File: config.mk
export PLATFORM = sky130hd
export DESIGN_NAME = tap_window_line
export DESIGN_NICKNAME = d
export VERILOG_FILES = /design/src/rtl/tap_window_pkg.sv /design/src/rtl/tap_shift_line.sv /design/src/rtl/tap_window_line.sv
export SDC_FILE = /design/constraint.sdc
export NUM_CORES = 1
export LEC_CHECK = 0
export CORE_MARGIN = 1.5
export CORE_UTILIZATION = 25
export DETAILED_ROUTE_END_ITERATION = 7
export GPL_TIMING_DRIVEN = 0
export SYNTH_ARGS = -nofsm -noshare
export SYNTH_HDL_FRONTEND = slang
export SYNTH_SLANG_ARGS = --single-unit
File: constraint.sdc
create_clock -name clk -period 4.47 [get_ports clk]
set_input_delay 0.447 -clock clk [delete_from_list [all_inputs] [get_ports clk]]
set_output_delay 0.447 -clock clk [all_outputs]
set_load 0.01 [all_outputs]
File: src/rtl/tap_window_pkg.sv
// Shared types and sizing helpers for the centred pixel-window line.
// Combinational only: no latency, no flow control.
package tap_window_pkg;

  typedef enum logic [1:0] {
    IDLE  = 2'd0,
    RUN   = 2'd1,
    FLUSH = 2'd2
  } state_t;

  function automatic int half_of(input int taps);
    return (taps - 1) / 2;
  endfunction

  function automatic int fcnt_width(input int taps);
    return $clog2(half_of(taps) + 1);
  endfunction

  localparam int TAPS_DFLT   = 7;
  localparam int FCNT_W_DFLT = $clog2(((TAPS_DFLT - 1) / 2) + 1);

endpackage

File: src/rtl/tap_shift_line.sv
// TAPS-deep pixel register chain, tap 0 newest; updates one cycle after shift_en.
// No backpressure: the chain moves on every shift_en; load_sol refills taps 1..TAPS-1 with fill_val.
module tap_shift_line #(
  parameter int DATA_W = 8,
  parameter int TAPS   = 7
) (
  input  logic                     clk,
  input  logic                     rst,
  input  logic                     shift_en,
  input  logic                     load_sol,
  input  logic [DATA_W-1:0]        fill_val,
  input  logic [DATA_W-1:0]        new_pix,
  output logic [TAPS*DATA_W-1:0]   window
);

  logic [TAPS-1:0][DATA_W-1:0] w;

  always_ff @(posedge clk) begin
    if (!rst) begin
      w <= '0;
    end else if (shift_en) begin
      w[0] <= new_pix;
      for (int k = 1; k < TAPS; k++) begin
        w[k] <= load_sol ? fill_val : w[k-1];
      end
    end
  end

  assign window = w;

endmodule

File: src/rtl/tap_window_line.sv
// Centred TAPS-wide window per input pixel with edge padding (TAP_WINDOW_REPLICATE_EN: replicate border pixel); 1-cycle latency.
// din_ready drops for HALF flush cycles after each end-of-line; the output side is never back-pressured.
module tap_window_line
  import tap_window_pkg::*;
#(
  parameter int                   DATA_W  = 8,
  parameter int                   TAPS    = TAPS_DFLT,
  parameter int                   COL_W   = 12,
  parameter logic [DATA_W-1:0]    PAD_VAL = '0
) (
  input  logic                     clk,
  input  logic                     rst,
  input  logic [DATA_W-1:0]        din,
  input  logic                     din_valid,
  input  logic                     din_sol,
  input  logic                     din_eol,
  output logic                     din_ready,
  output logic [TAPS*DATA_W-1:0]   dout,
  output logic                     dout_valid,
  output logic [COL_W-1:0]         dout_col,
  output logic                     dout_last,
  output logic                     err_orphan
);

  localparam int HALF   = half_of(TAPS);
  localparam int FCNT_W = fcnt_width(TAPS);

  if (TAPS < 3 || (TAPS % 2) == 0) begin : g_taps_chk
    $error("tap_window_line: TAPS must be odd and >= 3");
  end
  if (TAPS == TAPS_DFLT && FCNT_W != FCNT_W_DFLT) begin : g_fcnt_chk
    $error("tap_window_line: flush counter width mismatch");
  end

  state_t                 state;
  logic [COL_W-1:0]       i_cnt;
  logic [COL_W-1:0]       next_col;
  logic                   primed;
  logic [FCNT_W-1:0]      fcnt;
  logic [TAPS*DATA_W-1:0] window;
  logic [TAPS*DATA_W-1:0] held;

  logic                   accept;
  logic                   in_flush;
  logic                   take_pix;
  logic                   shift_en;
  logic                   load_sol;
  logic [DATA_W-1:0]      edge_pix;
  logic [DATA_W-1:0]      fill_pix;
  logic [DATA_W-1:0]      new_pix;
  logic [COL_W-1:0]       idx;
  logic [COL_W-1:0]       col_base;
  logic                   run_vld;
  logic [FCNT_W-1:0]      fcnt_rem;
  logic                   flush_vld;

  assign in_flush  = (state == FLUSH);
  assign din_ready = !in_flush;
  assign accept    = din_valid && din_ready;
  // In IDLE only a start-of-line pixel is taken; anything else is an orphan.
  assign take_pix  = accept && ((state != IDLE) || din_sol);
  assign shift_en  = take_pix || in_flush;
  assign load_sol  = take_pix && din_sol;
  assign new_pix   = in_flush ? edge_pix : din;

`ifdef TAP_WINDOW_REPLICATE_EN
  logic [DATA_W-1:0] last_pix;

  always_ff @(posedge clk) begin
    if (!rst) begin
      last_pix <= '0;
    end else if (take_pix) begin
      last_pix <= din;
    end
  end

  assign edge_pix = last_pix;
  assign fill_pix = din;
`else
  assign edge_pix = PAD_VAL;
  assign fill_pix = PAD_VAL;
`endif

  // primed: this line has already produced a strobe, so every later centre is valid
  // regardless of i_cnt wrapping on very long lines.
  assign idx       = din_sol ? '0 : i_cnt;
  assign col_base  = din_sol ? '0 : next_col;
  assign run_vld   = (!din_sol && primed) || (32'(idx) >= 32'(HALF));
  assign fcnt_rem  = fcnt - 1'b1;
  // Short lines: a flush cycle emits only once the remaining flush count drops below L.
  assign flush_vld = primed || (32'(fcnt_rem) < 32'(i_cnt));

  tap_shift_line #(
    .DATA_W (DATA_W),
    .TAPS   (TAPS)
  ) u_shift (
    .clk      (clk),
    .rst      (rst),
    .shift_en (shift_en),
    .load_sol (load_sol),
    .fill_val (fill_pix),
    .new_pix  (new_pix),
    .window   (window)
  );

  always_ff @(posedge clk) begin
    if (!rst) begin
      state      <= IDLE;
      i_cnt      <= '0;
      next_col   <= '0;
      primed     <= 1'b0;
      fcnt       <= '0;
      dout_valid <= 1'b0;
      dout_col   <= '0;
      dout_last  <= 1'b0;
      err_orphan <= 1'b0;
    end else begin
      dout_valid <= 1'b0;
      dout_last  <= 1'b0;
      case (state)
        IDLE, RUN: begin
          if (accept) begin
            if (!take_pix) begin
              err_orphan <= 1'b1;
            end else begin
              i_cnt  <= idx + 1'b1;
              primed <= run_vld;
              if (run_vld) begin
                dout_valid <= 1'b1;
                dout_col   <= col_base;
                next_col   <= col_base + 1'b1;
              end else begin
                next_col   <= col_base;
              end
              if (din_eol) begin
                state <= FLUSH;
                fcnt  <= FCNT_W'(HALF);
              end else begin
                state <= RUN;
              end
            end
          end
        end
        FLUSH: begin
          fcnt <= fcnt_rem;
          if (flush_vld) begin
            dout_valid <= 1'b1;
            dout_col   <= next_col;
            next_col   <= next_col + 1'b1;
          end
          if (fcnt == FCNT_W'(1)) begin
            dout_last <= 1'b1;
            state     <= IDLE;
          end
        end
        default: state <= IDLE;
      endcase
    end
  end

  // The chain keeps moving between strobes, so the last emitted window is kept aside.
  always_ff @(posedge clk) begin
    if (!rst) begin
      held <= '0;
    end else if (dout_valid) begin
      held <= window;
    end
  end

  assign dout = dout_valid ? window : held;

endmodule

==> results by group, run 1 <==
Final layout
  • Fin nets: 803
  • Most frequent cells in the layout: 156 x dfxtp_1, 83 x nor2_1, 83 x clkdlybuf4s50_1
  • FILL cells: 2,620
  • Leading cell type in the layout, fill and taps excluded: dfxtp_1
  • Ant. Diodes: 0
  • Share of cells above drive strength 1: 13.9%
  • Fin util: 32.9%
  • Area growth, synth to finish: 28.4%

Detailed routing
  • Post-route ant nets: 0
  • Vias/cell: 4.74
  • Initial drt markers: 318
  • First drt pass iteration count: 6
  • # DRC: 0
  • Via Count: 5,347
  • Routed WL: 17,000 µm
  • Drt wl/cell: 15.1 µm

Die
  • Core ar.: 25,400 µm²
  • Overall die width: 164 µm
  • I/O pin count: 85
  • Die area: 27,000 µm²
  • Core Rows: 58
  • Initial core utilization: 25.6%
  • Chip height: 164 µm

Synthesis
  • Top FF cell, synth: dfxtp_1
  • Syn Area/Cell: 9.54 µm²
  • Post-synthesis sequential area ratio: 48.0%
  • Number of synthesized flops with an enable pin: 0
  • Netlist Area Pre-Place: 6510 µm²
  • Library cells used by synthesis: 58
  • Async set-reset flop share out of synthesis: 0%
  • Syn_nets: 701
  • Synthesized instance count: 683
  • Number of synthesized register bits: 156
  • YS warnings: 0

Timing
  • Final TNS setup: 0 ps
  • Final Setup Violations: 0
  • Fmax: 0.301 GHz
  • Final hold vios: 0
  • Headroom to the max-slew limit: 52.7%
  • Post-layout min period: 3320 ps
  • Clock Skews: 8.22 ps
  • Slew @ Worst Pin: 710 ps
  • Fin crit share: 74.2%
  • RSZ-0062 raised after global routing: no
  • Slew Limit Fails: 0

Power
  • Net Sw Power: 762 µW
  • Combinational share of power: 6.5%
  • Clk pwr share: 47.7%
  • Pwr dens: 371 nW/µm²
  • Leak: 3.05 nW
  • Sequential power share: 45.7%
  • Peak VDD IR: 0.000334 V
  • Cell-internal power: 2.34 mW
  • Net Sw Frac: 24.6%

Clock network
  • CTS tree: done
  • Reg clk slew, reported paths: 70 ps
  • Htree depth: 4
  • Post-CTS Resized: 0
  • Buffer depth of the longest clock path: 2
  • Hold Buf Count CTS: 0
  • Root Buffer: clkbuf_16
  • CTS Buf Count: 17
  • Post-CTS Setup Inserts: 0
  • CTS sink count: 156
  • Skew-Pair Late Insertion Delay: 420 ps

Critical path
  • Worst Reg-to-Reg Cells: 7
  • Reg2reg setup slack: 2030 ps
  • Worst Path Required: 4020 ps
  • Crit start category: flop
  • R2r startpoint: fcnt[0]
  • Crit end category: output pin
  • Worst EP arrival: 2870 ps
  • Reg-to-Reg End: dout_valid
  • Crit Path Max Fanout: 10
  • Crit path kind: flop to output pin

Flow run
  • Max-cap violations: 0

Global routing
  • Vias in the first global route: 4,978
  • First-pass GRT wire length: 27,100 µm
  • Pin count of the biggest net entering global routing: 17
  • Total track usage: 13.0%
  • GR Overflow Total: 0
  • Antenna violations before repair: 0

Place
  • Hpwl dp: 12,200 µm
  • IO buf count: 83
  • GPL Wtd Cong: 0.849

Status
  • Status: completed

Worst hold path
  • HP Class: flop to flop
  • WHS Endpoint: dout_col[6]
  • Hold_sp: dout_col[6]
  • Hold depth: 2
cell type report:
type / instances / area (µm²) / share of cell area (%)
Buffer: 51 / 226 / 2.71
Clock buffer: 19 / 453 / 5.42
Clock inverter: 13 / 153 / 1.83
Inverter: 6 / 22.5 / 0.269
Multi-Input combinational cell: 470 / 3140 / 37.6
Sequential cell: 156 / 3120 / 37.3
Tap cell: 330 / 413 / 4.94
Timing Repair Buffer: 83 / 831 / 9.94
worst max-delay path, cell delays in order, from the launching register on:
cell	delay, ps
dfxtp_1	390
clkbuf_1	570
clkbuf_1	560
mux2_2	440
clkdlybuf4s50_1	480
metal layers:
layer | global-route usage (%) | vias to the layer above | part of all wire [%]
met5 | 0 | - | 0
met4 | 5.81 | 0 | 2.1
met3 | 2.13 | 20 | 4.2
met2 | 19.6 | 127 | 45
met1 | 18.1 | 2558 | 49
li1 | - | 2642 | -
sequential cells by signal (all words and copies together), names as in the netlist:
| name | flops |
|---|---|
| i_cnt | 12 |
| next_col | 12 |
| dout_valid | 1 |
| dout_last | 1 |
| fcnt | 2 |
| state | 2 |
| dout_col | 12 |
| u_shift.window | 56 |
| held | 56 |
| primed | 1 |
| err_orphan | 1 |
synthesized netlist by cell type, types with 3 or more instances:
cell	number	area, µm²
o21ai_1	3	15.0
dfxtp_1	156	3120
a31oi_1	5	31.3
nor3_1	9	45.0
ha_1	5	62.6
buf_1	4	15.0
nor2b_1	7	43.8
inv_1	5	18.8
nand2b_1	3	18.8
o21ai_0	18	90.1
nand2_1	42	158
mux2_2	56	631
and3_1	4	25.0
a22oi_1	61	458
nand4_1	5	31.3
nor2_1	83	312
nor4_1	4	25.0
or4_1	4	30.0
a21oi_1	23	115
mux2i_1	12	120
or3_1	3	18.8
buf_2	7	35.0
clkbuf_1	36	135
and2_1	58	363
nand3b_1	4	30.0
buf_6	3	33.8
o31ai_1	4	30.0
nand3_1	19	95.1
power groups by stage:
stage | clock network, mW | logic, mW | registers [mW]
after floorplan | 0 | 0.136 | 1.44
after global placement | 0 | 0.201 | 1.45
after detailed placement | 0 | 0.202 | 1.45
after CTS | 1.52 | 0.203 | 1.42
after global routing | 1.58 | 0.224 | 1.42
final | 1.48 | 0.203 | 1.42
cells by family after synthesis:
kind of cell / share of synthesized area, %
AO/OA/AOI/OAI: 15.0
adder cells (fa/ha/maj): 0.961
buffers and inverters: 3.82
flip-flops: 48.0
multiplexers: 11.5
AND/OR/NAND/NOR: 20.7
per-stage QoR:
| stage | std cells | power [mW] | setup slack [ps] | hold WS, ps | instance area [µm²] |
|---|---|---|---|---|---|
| global placement | 1096 | 1.65 | 1260 | 446 | 7760 |
| finish | 1128 | 3.10 | 1150 | 455 | 8360 |
| CTS | 1128 | 3.14 | 1100 | 462 | 8360 |
| detailed placement | 1096 | 1.65 | 1240 | 453 | 7760 |
| global route | 1128 | 3.22 | 985 | 480 | 8360 |
| floorplan | 683 | 1.58 | 1980 | 433 | 6510 |
how the worst max path moves through the flow:
stage | cells after the start | endpoint | from | slack [ps]
after floorplan | 10 | next_col[10] | din_sol | 1980
after global placement | 10 | next_col[10] | din_sol | 1260
after detailed placement | 10 | next_col[10] | din_sol | 1240
after CTS | 4 | dout[43] | dout_valid | 1100
after global routing | 4 | dout[43] | dout_valid | 990
final | 4 | dout[43] | dout_valid | 1150
No activity file was read; power rests on OpenSTA's default activity.
==> run 2, diff against run 1 <==
- clock period: 4.47 -> 3 ns (I/O delays scaled with it)
==> results by group, run 2 (synthesis results as in run 1) <==
Global routing
  • First-pass GRT wire length: 27,100 µm
  • Antenna violations before repair: 0
  • Vias in the first global route: 4,978
  • Total track usage: 13.0%
  • Pin count of the biggest net entering global routing: 17
  • GR Overflow Total: 0

Die
  • Core ar.: 25,400 µm²
  • Die area: 27,000 µm²
  • I/O pin count: 85
  • Initial core utilization: 25.6%
  • Chip height: 164 µm
  • Core Rows: 58
  • Overall die width: 164 µm

Clock network
  • Post-CTS Setup Inserts: 0
  • Htree depth: 4
  • Skew-Pair Late Insertion Delay: 420 ps
  • Buffer depth of the longest clock path: 2
  • CTS Buf Count: 17
  • Root Buffer: clkbuf_16
  • Reg clk slew, reported paths: 70 ps
  • CTS tree: done
  • CTS sink count: 156

Timing
  • Fin crit share: 95.1%
  • Final hold vios: 0
  • Clock Skews: 8.64 ps
  • Fmax: 0.350 GHz
  • Final TNS setup: 0 ps
  • RSZ-0062 raised after global routing: no
  • Slew Limit Fails: 0
  • Post-layout min period: 2850 ps
  • Headroom to the max-slew limit: 54.3%
  • Slew @ Worst Pin: 686 ps
  • Final Setup Violations: 0

Status
  • Status: completed

Critical path
  • Bufs and invs on worst path: 3
  • CP top delay family: buffers and inverters
  • Crit Path Max Fanout: 10
  • Crit path cell chain: clkbuf_2 -> clkbuf_1 -> mux2_2 -> clkdlybuf4s50_1
  • Crit end category: output pin
  • Worst EP arrival: 2550 ps
  • Crit path kind: flop to output pin
  • CP max-delay cell: clkbuf_1
  • Worst Path Required: 2700 ps
  • Largest stage delay, worst path: 490 ps
  • Crit start category: flop

Final layout
  • FILL cells: 2,618
  • Area growth, synth to finish: 28.5%
  • Ant. Diodes: 0
  • Share of cells above drive strength 1: 14.3%
  • Leading cell type in the layout, fill and taps excluded: dfxtp_1
  • Most frequent cells in the layout: 156 x dfxtp_1, 83 x nor2_1, 83 x clkdlybuf4s50_1
  • Register area: 3120 µm²
  • Final Non-Filler Cells: 1,128
  • Fin util: 32.9%
  • Area taken by multi-input logic gates: 3140 µm²
  • Fin nets: 803

Power
  • Leak: 3.06 nW
  • Pwr dens: 553 nW/µm²
  • Peak VDD IR: 0.000498 V

Place
  • GPL Wtd Cong: 0.849
  • Placed Instances: 1,096
  • Hpwl dp: 12,200 µm
  • IO buf count: 83

Detailed routing
  • Routed WL: 17,000 µm
  • Drt wl/cell: 15.1 µm
  • Vias/cell: 4.73
  • Initial drt markers: 319
  • # DRC: 0
  • Post-route ant nets: 0
  • Via Count: 5,340
  • First drt pass iteration count: 5

Worst hold path
  • HP Class: input port to flop

Flow run
  • Max-cap violations: 0
## run 2: layout make-up
cell class | count | area share, %
multi-input combinational | 470 | 37.5
clock inverter | 13 | 1.82
sequential | 156 | 37.3
timing repair buffer | 83 | 9.93
tap | 330 | 4.94
buffer | 51 | 2.75
clock buffer | 19 | 5.41
inverter | 6 | 0.269
## run 2: final timing paths
check                                  from          end  slack, ps  cells past startpoint
worst max register to register      fcnt[0]   dout_valid        560                      7
worst min-delay path                din_sol   err_orphan        380                      4
worst min register to register  dout_col[6]  dout_col[6]        460                      2
worst max-delay path             dout_valid     dout[31]        150                      4
## run 2: through the flow
stage | setup WS [ps] | instance area, µm² | power [mW] | hold slack [ps]
global route | 10.1 | 8370 | 4.80 | 413
detailed placement | -83.9 | 7760 | 2.46 | 453
CTS | 40.3 | 8360 | 4.68 | 348
floorplan | 658 | 6510 | 2.35 | 414
global placement | -65.8 | 7760 | 2.46 | 446
finish | 146 | 8370 | 4.62 | 375
## run 2: worst reg2reg max path: stages (launching register included)
cell and delay (ps):
dfxtp_1 330, ha_1 310, ha_1 270, a21boi_0 140, o21ai_1 390, o22ai_4 210
buf_6 200, a2111oi_0 450
## run 2: metal layers
metal  up-vias  global-route usage (%)  part of all wire, %
li1       2644                       -                    -
met5         -                       0                    0
met3        19                    2.13                  4.0
met2       135                    19.6                   45
met1      2542                    18.1                   49
met4         0                    5.81                  2.1
## run 2: repair_timing
action | CTS | global route
resized for setup | 2 | 2
endpoints found under the setup margin | 40 | 7
hold buffers | 0 | 0
## run 2: report_power, final
group          total (mW)  switching (mW)  internal (mW)
registers            2.11          0.0220           2.09
logic               0.303           0.201          0.102
clock network        2.21           0.919           1.29
total                4.62            1.14           3.48
